## src/rtl/instr_cache_refill_pkg.sv

```systemverilog
// Shared icache geometry, tag-entry layout, refill state encoding and the
// address slicing helpers used by both the tag stage and the refill engine.
package instr_cache_refill_pkg;

    localparam int unsigned ICACHE_PADDR_WIDTH = 32;
    localparam int unsigned ICACHE_LINE_BYTES  = 64;
    localparam int unsigned ICACHE_BEAT_WIDTH  = 64;
    localparam int unsigned ICACHE_SETS        = 64;

    localparam int unsigned ICACHE_OFS_BITS  = $clog2(ICACHE_LINE_BYTES);
    localparam int unsigned ICACHE_SET_BITS  = $clog2(ICACHE_SETS);
    localparam int unsigned ICACHE_TAG_BITS  = ICACHE_PADDR_WIDTH - ICACHE_SET_BITS - ICACHE_OFS_BITS;
    localparam int unsigned ICACHE_BEATS     = (ICACHE_LINE_BYTES * 8) / ICACHE_BEAT_WIDTH;
    localparam int unsigned ICACHE_BEAT_BITS = $clog2(ICACHE_BEATS);

    typedef struct packed {
        logic                       valid;
        logic [ICACHE_TAG_BITS-1:0] tag;
    } icache_tag_entry_t;

    typedef enum logic [2:0] {
        RS_IDLE  = 3'd0,
        RS_REQ   = 3'd1,
        RS_FILL  = 3'd2,
        RS_TAG   = 3'd3,
        RS_DRAIN = 3'd4
    } icache_refill_state_t;

    // Set index of a physical address.
    function automatic logic [ICACHE_SET_BITS-1:0] icache_set(
        input logic [ICACHE_PADDR_WIDTH-1:0] paddr
    );
        return ICACHE_SET_BITS'(paddr >> ICACHE_OFS_BITS);
    endfunction

    // Tag field of a physical address.
    function automatic logic [ICACHE_TAG_BITS-1:0] icache_tag(
        input logic [ICACHE_PADDR_WIDTH-1:0] paddr
    );
        return ICACHE_TAG_BITS'(paddr >> (ICACHE_SET_BITS + ICACHE_OFS_BITS));
    endfunction

endpackage

```

## src/rtl/instr_cache_refill.sv

```systemverilog
// Instruction-cache miss handler: takes one miss, issues one line read,
// streams the returned beats into the data array, then installs the tag.
module instr_cache_refill
    import instr_cache_refill_pkg::*;
#(
    parameter int unsigned PADDR_WIDTH = ICACHE_PADDR_WIDTH,
    parameter int unsigned LINE_BYTES  = ICACHE_LINE_BYTES,
    parameter int unsigned BEAT_WIDTH  = ICACHE_BEAT_WIDTH,
    parameter int unsigned SETS        = ICACHE_SETS
) (
    input  logic                        i_clk,
    input  logic                        i_rst_n,
    input  logic                        i_flush,
    input  logic                        i_miss_valid,
    input  logic [PADDR_WIDTH-1:0]      i_miss_paddr,
    output logic                        o_miss_ready,
    output logic                        o_mem_req_valid,
    output logic [PADDR_WIDTH-1:0]      o_mem_req_addr,
    input  logic                        i_mem_req_ready,
    input  logic                        i_mem_resp_valid,
    input  logic [BEAT_WIDTH-1:0]       i_mem_resp_data,
    output logic                        o_data_we,
    output logic [ICACHE_SET_BITS-1:0]  o_data_set,
    output logic [ICACHE_BEAT_BITS-1:0] o_data_beat,
    output logic [BEAT_WIDTH-1:0]       o_data_wdata,
    output logic                        o_tag_we,
    output logic [ICACHE_SET_BITS-1:0]  o_tag_set,
    output icache_tag_entry_t           o_tag,
    output logic                        o_refill_done,
    input  logic [31:0]                 i_log_fd
);

    localparam int unsigned BEATS     = (LINE_BYTES * 8) / BEAT_WIDTH;
    localparam int unsigned BEAT_BITS = $clog2(BEATS);

    localparam logic [PADDR_WIDTH-1:0] OFS_MASK  = PADDR_WIDTH'(LINE_BYTES - 1);
    localparam logic [BEAT_BITS-1:0]   LAST_BEAT = BEAT_BITS'(BEATS - 1);

    // Port widths and the tag-entry layout come from the package geometry.
    if (PADDR_WIDTH != ICACHE_PADDR_WIDTH || LINE_BYTES != ICACHE_LINE_BYTES ||
        BEAT_WIDTH != ICACHE_BEAT_WIDTH || SETS != ICACHE_SETS) begin : g_param_check
        $error("instr_cache_refill: parameters must match instr_cache_refill_pkg geometry");
    end

    icache_refill_state_t   state_q;
    logic [BEAT_BITS-1:0]   cnt_q;
    logic [PADDR_WIDTH-1:0] addr_q;

    logic miss_accept;
    logic beat_last;

    // The log descriptor is consumed by the simulation-side monitor only.
    logic unused_log_fd;
    assign unused_log_fd = ^i_log_fd;

    assign miss_accept = (state_q == RS_IDLE) && !i_flush && i_miss_valid;
    assign beat_last   = i_mem_resp_valid && (cnt_q == LAST_BEAT);

    // State, beat counter and line address.
    always_ff @(posedge i_clk) begin
        if (!i_rst_n) begin
            state_q <= RS_IDLE;
            cnt_q   <= '0;
            addr_q  <= '0;
        end else begin
            case (state_q)
                RS_IDLE: begin
                    if (miss_accept) begin
                        addr_q  <= i_miss_paddr & ~OFS_MASK;
                        state_q <= RS_REQ;
                    end
                end
                RS_REQ: begin
                    if (i_mem_req_ready) begin
                        cnt_q   <= '0;
                        state_q <= i_flush ? RS_DRAIN : RS_FILL;
                    end else if (i_flush) begin
                        state_q <= RS_IDLE;
                    end
                end
                RS_FILL: begin
                    if (i_mem_resp_valid) begin
                        cnt_q <= cnt_q + BEAT_BITS'(1);
                    end
                    // A flush on the final beat leaves nothing to drain.
                    if (beat_last) begin
                        state_q <= i_flush ? RS_IDLE : RS_TAG;
                    end else if (i_flush) begin
                        state_q <= RS_DRAIN;
                    end
                end
                RS_DRAIN: begin
                    if (i_mem_resp_valid) begin
                        cnt_q <= cnt_q + BEAT_BITS'(1);
                    end
                    if (beat_last) begin
                        state_q <= RS_IDLE;
                    end
                end
                RS_TAG: begin
                    state_q <= RS_IDLE;
                end
                default: begin
                    state_q <= RS_IDLE;
                end
            endcase
        end
    end

    // Array strobes and handshakes decoded from the registered state.
    always_comb begin
        o_miss_ready    = 1'b0;
        o_mem_req_valid = 1'b0;
        o_data_we       = 1'b0;
        o_tag_we        = 1'b0;
        o_refill_done   = 1'b0;
        case (state_q)
            RS_IDLE: o_miss_ready    = !i_flush;
            RS_REQ:  o_mem_req_valid = 1'b1;
            RS_FILL: o_data_we       = i_mem_resp_valid && !i_flush;
            RS_TAG: begin
                o_tag_we      = !i_flush;
                o_refill_done = !i_flush;
            end
            default: ;
        endcase
    end

    assign o_mem_req_addr = addr_q;
    assign o_data_set     = icache_set(addr_q);
    assign o_data_beat    = cnt_q;
    assign o_data_wdata   = i_mem_resp_data;
    assign o_tag_set      = icache_set(addr_q);
    assign o_tag.valid    = 1'b1;
    assign o_tag.tag      = icache_tag(addr_q);

endmodule

```

## config.mk

```make
export PLATFORM = sky130hd
export DESIGN_NAME = instr_cache_refill
export DESIGN_NICKNAME = d
export VERILOG_FILES = /design/src/rtl/instr_cache_refill_pkg.sv /design/src/rtl/instr_cache_refill.sv
export SDC_FILE = /design/constraint.sdc
export NUM_CORES = 1
export LEC_CHECK = 0
export ABC_AREA = 1
export CAP_MARGIN = 30
export CORE_AREA = 2 2 105 107
export DETAILED_ROUTE_END_ITERATION = 8
export DIE_AREA = 0 0 107 109
export PLACE_DENSITY = 0.7
export RECOVER_POWER = 25
export SLEW_MARGIN = 20
export SYNTH_ARGS = -nofsm -noshare
export SYNTH_HDL_FRONTEND = slang
export SYNTH_SLANG_ARGS = --single-unit
export TNS_END_PERCENT = 30
```

## constraint.sdc

```tcl
create_clock -name i_clk -period 1.2 [get_ports i_clk]
set_input_delay 0.24 -clock i_clk [delete_from_list [all_inputs] [get_ports i_clk]]
set_output_delay 0.24 -clock i_clk [all_outputs]
set_load 0.01 [all_outputs]
```

# [After elaboration in Yosys (flattened, before gate mapping)]
# Index checks and enable logic that the tools add are counted.
[totals] latch_bits=0 rom_bits=0 ramBits=0 memories=0 ff_bits=32 inputBits=134 out_inout_bits=137
[op_classes] div=0 order_cmp=0 n_reduce_logical=11 n_mul=0 muxes=16 n_eq_ne=11 n_bitwise=0 addsub=1 n_shift=0
[ops] operator="3-bit 2-to-1 mux" count=9
[ops] operator="3-bit case mux with 4 select lines" count=1
[ops] operator="3-bit by 2-bit == test with 1-bit output, second input constant" count=2
[ops] operator="3-bit == test, second input constant" count=2
[ops] operator="2-bit != test, second input constant" count=3
[ops] operator="3-bit != test, second input constant" count=2
[ops] operator="3-bit case mux with 2 select lines" count=1
[ops] operator="1-bit logical AND" count=4
[ops] operator="1-bit 2-to-1 mux" count=4
[ops] operator="4-bit AND reduction" count=1
[ops] operator="3-bit by 1-bit adder with 3-bit output, second input constant" count=1
[ops] operator="3-bit by 1-bit == test with 1-bit output, second input constant" count=1
[ops] operator="3-bit logical NOT" count=1
[ops] operator="3-bit AND reduction" count=1
[ops] operator="2-bit 2-to-1 mux" count=1
[ops] operator="2-bit by 1-bit != test with 1-bit output, second input constant" count=1
[ops] operator="2-bit AND reduction" count=1
[ops] operator="2-bit nonzero test" count=1
[ops] operator="2-bit OR reduction" count=1
[ops] operator="1-bit logical NOT" count=1

# [Longest topological paths before layout]
# Gate-level depths: netlist of the first run.
[logic_depth] word_depth=5 ltp_mapped=10 depth_no_buf=10

# [Worst setup path after synthesis of the first run]
# No wires, ideal clock.
[synth_timing] kind="flip-flop to output port" from="reg state_q[1]" to="out o_tag_we" path_slack_ns=-0.156 t_required_ns=0.960 arrival_ns=1.116 path_stages_with_launch=4 path_buffers=1 path_cell_list="dfxtp_1 -> inv_1 -> nor4_1 -> buf_4"
[synth_via] elab_chain_cells=2
[synth_lines] item="start, declared" line="instr_cache_refill.sv:45" text="icache_refill_state_t state_q;"
[synth_lines] item="start signal, assigned" line="instr_cache_refill.sv:76" text="state_q <= i_flush ? RS_DRAIN : RS_FILL;"
[synth_lines] item="start signal, assigned" line="instr_cache_refill.sv:87" text="state_q <= i_flush ? RS_IDLE : RS_TAG;"
[synth_lines] item="3-bit by 2-bit == test with 1-bit output"
[synth_lines] item="1-bit 2-to-1 mux"
[synth_lines] item="end, declared" line="instr_cache_refill.sv:26" text="output logic o_tag_we,"
# Every way passes these cells.

# [Worst setup path after layout of the first run]
[layout_timing] from="reg state_q[1]" to="out o_miss_ready"
[layout_via] elab_chain_cells=2
[layout_lines] item="3-bit logical NOT" line="instr_cache_refill.sv:117" text="case (state_q)"
[layout_lines] item="1-bit 2-to-1 mux" line="instr_cache_refill.sv:117"
[layout_lines] item="end, declared" line="instr_cache_refill.sv:16" text="output logic o_miss_ready,"
# Every way passes these cells.

==> impl_results.md, run 1 <==
- Status: finished with violations
- Violated checks: setup timing
- Cells along the critical path: nor2_4 > nand2_4 > nor2_8 > buf_6
- Placed inst area: 0.00273 mm^2
- Pleak: between 1 and 1.5 nW
- Area Overhead vs Synth: 33.0%
- Reg area: about 670 um^2
- H-Tree Depth: 2
- Clock power share: 0.245
- Post-route DRC: 0
- Inserted Clock Buffers: 5
- Hold-fix buffers, CTS: 0
- Detailed-route via count: 1828
- VDD IR max: 0.000572 V
- Worst-path clk slew: around 0.070 ns
- Hold Crit Class: reg -> reg
- Syn_area_per_cell: around 7.5 um^2
- Final hold vios: 0
- Row cnt: 38
- CTS tree: yes
- Post-synth cell types: 23
- Crit Path Max Fanout: 3
- Grt ovf: 0
- Vias in the first global route: 1661
- Final Net Count: 451
- Clk_skew: 0.00561 ns
- #FFs+latches synth: 32
- GR Util All Layers: 0.0913
- Final WS setup: -0.141 ns
- Max cap viols: 0
- Worst EP required: approximately 0.96 ns
- Period utilization: 1.12
- Sw frac: 0.346
- Sw Pwr: 1.23 mW
- Share of cells above drive strength 1: 0.310
- Chip height: ~110 um
- Mapped Cells: 297
- Multi-input logic area: 857 um^2
- Internal power: 2.33 mW
- Crit start category: register
- Min Tclk post-route: between 1 and 1.5 ns
- Largest net degree at the start of global routing: 30
- Initial Util: 0.209
- Initial DRC Count: between 50 and 60
- TritonRoute pass-1 iters: 4
- # diodes: 0
- Detail Route Antenna Nets: 0
- Max incr delay on CP: between 0.3 and 0.4 ns
- CP max stage cell: dfxtp_4
- Peak Freq: 746 MHz
- Drt wl/cell: 12.7 um
- Share of power burned in registers: 0.364
- Hold WS: 0.473 ns
- RSZ-0062 raised after global routing: yes
- Max Slew Vio Count: 0
- CP Capture Type: output port
- GPL Wtd Cong: 0.796
- Total wire length: 5790 um
- Comb pwr share: 0.391
- Via-to-Cell Ratio: 4.01
- Wire length of the first global-routing pass: 8210 um
- Power per cell area: roughly 1200 mW/mm^2
- # IOs: 271
- Number of I/O port buffers: 97
- FILL cells: 1142
- DIE WIDTH: 107 um
- CP Class: reg -> out
- Sequential fraction of the synthesis area: 0.289
- Clk sinks: 32
- Clock Latency Late Sink: 0.28 ns
- Clk buf depth: 2
- Count of final setup violators: 37
- Post-Syn Area: 0.00221 mm^2
- Design Area, Final: ~0.003 mm^2
- CP arrival: 1.10 ns
- Root Driver: clkbuf_8
- Post-detail-place hpwl: 4200 um
- Ys Warns: 0
- Die area: 0.0117 mm^2
- Initial antenna violation count: 0
- Core area: 0.0106 mm^2
==> stage by stage <==
step	cells	setup TNS [ns]	utilization	power, mW	setup slack [ns]
2_1_floorplan	302	-0.0285	-	2.24	-0.0164
5_1_grt	456	-6.04	0.278	3.83	-0.209
6_report	456	-3.03	0.278	3.56	-0.141
4_1_cts	457	-5.82	0.265	3.50	-0.194
3_5_place_dp	446	-16.70	0.258	2.61	-0.615
3_3_place_gp	446	-15.75	0.258	2.58	-0.614
==> cells by family after synthesis <==
| group | count (synthesis) | share of synthesized area |
|---|---|---|
| fa+ha+maj | 2 | 0.0113 |
| compound gates | 32 | 0.0763 |
| buf+inv | 128 | 0.411 |
| flops | 32 | 0.289 |
| simple gates | 101 | 0.209 |
| other cells | 2 | 0.00339 |
==> state kept, by name, indices dropped and copies added (netlist names) <==
register and count:
o_mem_req_addr 26, state_q 3, o_data_beat 3
==> routing by layer <==
metal / global-route usage / vias up / share of wire
li1: - / 868 / -
met2: 0.158 / 87 / 0.51
met4: 0.0622 / 0 / 0.045
met1: 0.0972 / 841 / 0.37
met5: 0 / - / 0
met3: 0.0245 / 32 / 0.074
==> synthesized netlist by cell type (all sizes together) <==
master / n / share of area
o21ai: 1 / 0.0023
dfxtp: 32 / 0.29
nor4: 1 / 0.0028
nand2: 52 / 0.093
a31oi: 1 / 0.0028
inv: 14 / 0.024
a21oi: 30 / 0.071
buf: 110 / 0.38
conb: 2 / 0.0034
ha: 2 / 0.011
clkbuf: 4 / 0.0085
nor2: 15 / 0.034
nand3: 33 / 0.079
==> final timing paths <==
path | startpoint | endpoint | slack [ns] | cells past startpoint
worst max-delay path | state_q[1] | o_miss_ready | -0.14 | 4
worst min-delay path | o_mem_req_addr[13] | o_mem_req_addr[13] | 0.47 | 2
worst max register to register | state_q[1] | o_mem_req_addr[17] | -0.10 | 7
worst min register to register | o_mem_req_addr[13] | o_mem_req_addr[13] | 0.47 | 2
==> cell type report <==
type	instances	share of cell area
clock buffer	6	0.0280
clock inverter	2	0.00340
inverter	14	0.0178
multi-input combinational	142	0.291
sequential	32	0.226
tap	140	0.0595
timing repair buffer	120	0.374
==> layout by cell type (no fill, tap or decap), types with 8 or more instances in the layout <==
cell,n
buf_4,16
a21oi_2,13
nand2_1,43
dlygate4sd2_1,39
dfxtp_2,8
dfxtp_1,20
nand3_1,29
a21oi_1,17
inv_1,8
clkdlybuf4s15_1,16
clkdlybuf4s50_1,30
==> power by group through the flow <==
stage	registers, mW	clock network [mW]	logic, mW
after floorplan	1.33	0	0.912
after global placement	1.29	0	1.28
after detailed placement	1.30	0	1.30
after CTS	1.29	0.933	1.28
after global routing	1.32	0.986	1.53
final	1.30	0.874	1.39
==> worst max-delay path: cells and delay by family, from the launching register on <==
kind | cells | cell delay (ns)
buf+inv | 1 | 0.11
flops | 1 | 0.36
simple gates | 3 | 0.35
==> what timing repair did <==
action | CTS | global route
resized for setup | 108 | 67
cloned | 0 | 0
buffers inserted | 3 | 0
setup endpoints to repair | 98 | 69
pin swaps | 3 | 21
No activity file was read; power rests on OpenSTA's default activity.
==> run 2: changes to the inputs <==
GPL_TIMING_DRIVEN = 0   (was not set)
HOLD_SLACK_MARGIN = 0.05   (was not set)
==> run 2 against run 1 <==
The flow still finishes with violations (setup timing). Clock skew is 0.0016 ns lower. Routed wire length is 26% higher. Worst setup slack got worse by 0.079 ns. Non-clock buffer count is 167 higher. Largest power group unchanged. Largest cell class unchanged. Highest routed layer unchanged. Hold slack got worse by 0.11 ns.
==> impl_results.md, run 2 (synthesized netlist as in run 1, its figures left out) <==
- Hold Crit Class: in -> reg
- Hold WS: 0.364 ns
- Row cnt: 38
- Initial antenna violation count: 0
- Post-layout util: 0.412
- Placed insts: 602
- Post-route DRC: 0
- Final Net Count: 618
- # diodes: 0
- DIE WIDTH: around 110 um
- H-Tree Depth: 2
- Layout Cells excl Fill: 623
- Vias in the first global route: 2276
- RSZ-0062 raised after global routing: yes
- Min Tclk post-route: 1.42 ns
- CP arrival: 1.18 ns
- Max Slew Vio Count: 0
- Design Area, Final: about 0.0044 mm^2
- Final WS setup: -0.220 ns
- Crit Path Max Fanout: 4
- Total Power: 4.40 mW
- Clk sinks: 32
- Placed inst area: between 0.004 and 0.005 mm^2
- Inserted Clock Buffers: 5
- Clk buf depth: 2
- Core area: 0.0106 mm^2
- CP Class: reg -> out
- TritonRoute pass-1 iters: 4
- Hold-fix buffers, CTS: 0
- Detail Route Antenna Nets: 0
- Chip height: 109 um
- GR Util All Layers: 0.113
- Worst-path clk slew: 0.07 ns
- Root Driver: clkbuf_8
- Period utilization: 1.18
- CTS tree: yes
- Total wire length: 7280 um
- CP Capture Type: output port
- Area Overhead vs Synth: 97.3%
- Peak Freq: between 700 and 800 MHz
- Initial Util: 0.209
- Commonest non-fill, non-tap cells in the layout: buf_4 (117), clkdlybuf4s50_1 (65), nand2_1 (46)
- Status: finished with violations
- Worst EP required: 0.96 ns
- CP max stage cell: dfxtp_4
- Drt wl/cell: 11.7 um
- Largest net degree at the start of global routing: 11
- VDD IR max: 0.000378 V
- Pleak: approximately 2.1 nW
- Initial DRC Count: 36
- Grt ovf: 0
- Clk_skew: 0.00402 ns
- Wire length of the first global-routing pass: 10600 um
- Number of I/O port buffers: 160
- Most common cell after layout, fill and taps aside: buf_4
- Via-to-Cell Ratio: 3.96
- Violated checks: setup timing
- Max incr delay on CP: 0.38 ns
- Cells along the critical path: nor2_4 > nand2_4 > nor2_8 > buf_8 > buf_6
- Max reg flops: 26
- # IOs: 271
- Final hold vios: 0
- Crit start category: register
- Max cap viols: 0
- Detailed-route via count: 2465
- Share of cells above drive strength 1: 0.478
- Clock Latency Late Sink: 0.28 ns
- Count of final setup violators: 37
- Power per cell area: 1010 mW/mm^2
- GPL Wtd Cong: 0.721
- Post-detail-place hpwl: roughly 5500 um
- Die area: 0.0117 mm^2
-- run 2: cell types whose count changed in the layout (fill, tap and decap cells not counted), moves of 6 or more --
cell	delta
dfxtp_2	+19
buf_2	+6
dfxtp_1	-20
buf_4	+101
clkdlybuf4s15_1	-12
dlygate4sd3_1	+27
a21oi_1	+10
buf_6	+27
clkdlybuf4s50_1	+35
a21oi_2	-10
dlygate4sd2_1	-12
-- run 2: area by class of cell --
type	count	area (um^2)
Fill cell	1089	6230
Clock inverter	1	30.0
Buffer	113	887
Clock buffer	7	96.3
Timing Repair Buffer	174	1640
Tap cell	140	175
Multi-Input combinational cell	142	783
Inverter	14	60.1
Sequential cell	32	693
-- run 2: critical path: cells and delay by family (launching register included) --
| family | cells | cell delay (ns) |
|---|---|---|
| buf+inv | 2 | 0.20 |
| flops | 1 | 0.38 |
| simple gates | 3 | 0.32 |
-- run 2: power breakdown --
part / switching, mW / internal, mW / leakage [nW]
combinational: 0.844 / 1.10 / 1.77
sequential: 0.116 / 1.19 / 0.277
clock: 0.412 / 0.733 / 0.0645
total: 1.37 / 3.03 / 2.11
-- run 2: worst paths after layout --
| kind | startpoint | endpoint | slack, ns | cells past startpoint |
|---|---|---|---|---|
| max | state_q[1] | o_miss_ready | -0.22 | 5 |
| min | i_miss_valid | o_mem_req_addr[7] | 0.36 | 3 |
| max reg2reg | state_q[1] | o_mem_req_addr[10] | -0.18 | 8 |
| min reg2reg | o_mem_req_addr[22] | o_mem_req_addr[22] | 0.47 | 2 |
-- run 2: what timing repair did --
item,in CTS,in global routing
gates resized for setup,213,23
setup buffers,13,1
endpoints found under the hold margin,0,0
setup endpoints to repair,98,54
pin swaps,6,5
-- run 2: routing by layer --
metal | track usage | routed length, um
met3 | 0.0281 | 651
met1 | 0.122 | 2780
met2 | 0.217 | 3770
met5 | 0 | 0
met4 | 0.0306 | 73
-- run 2: through the flow --
stage | setup slack [ns] | TNS (ns)
6_report | -0.220 | -4.28
5_1_grt | -0.273 | -7.38
3_3_place_gp | -0.898 | -20.30
2_1_floorplan | -0.0164 | -0.0285
3_5_place_dp | -0.892 | -20.77
4_1_cts | -0.257 | -5.51
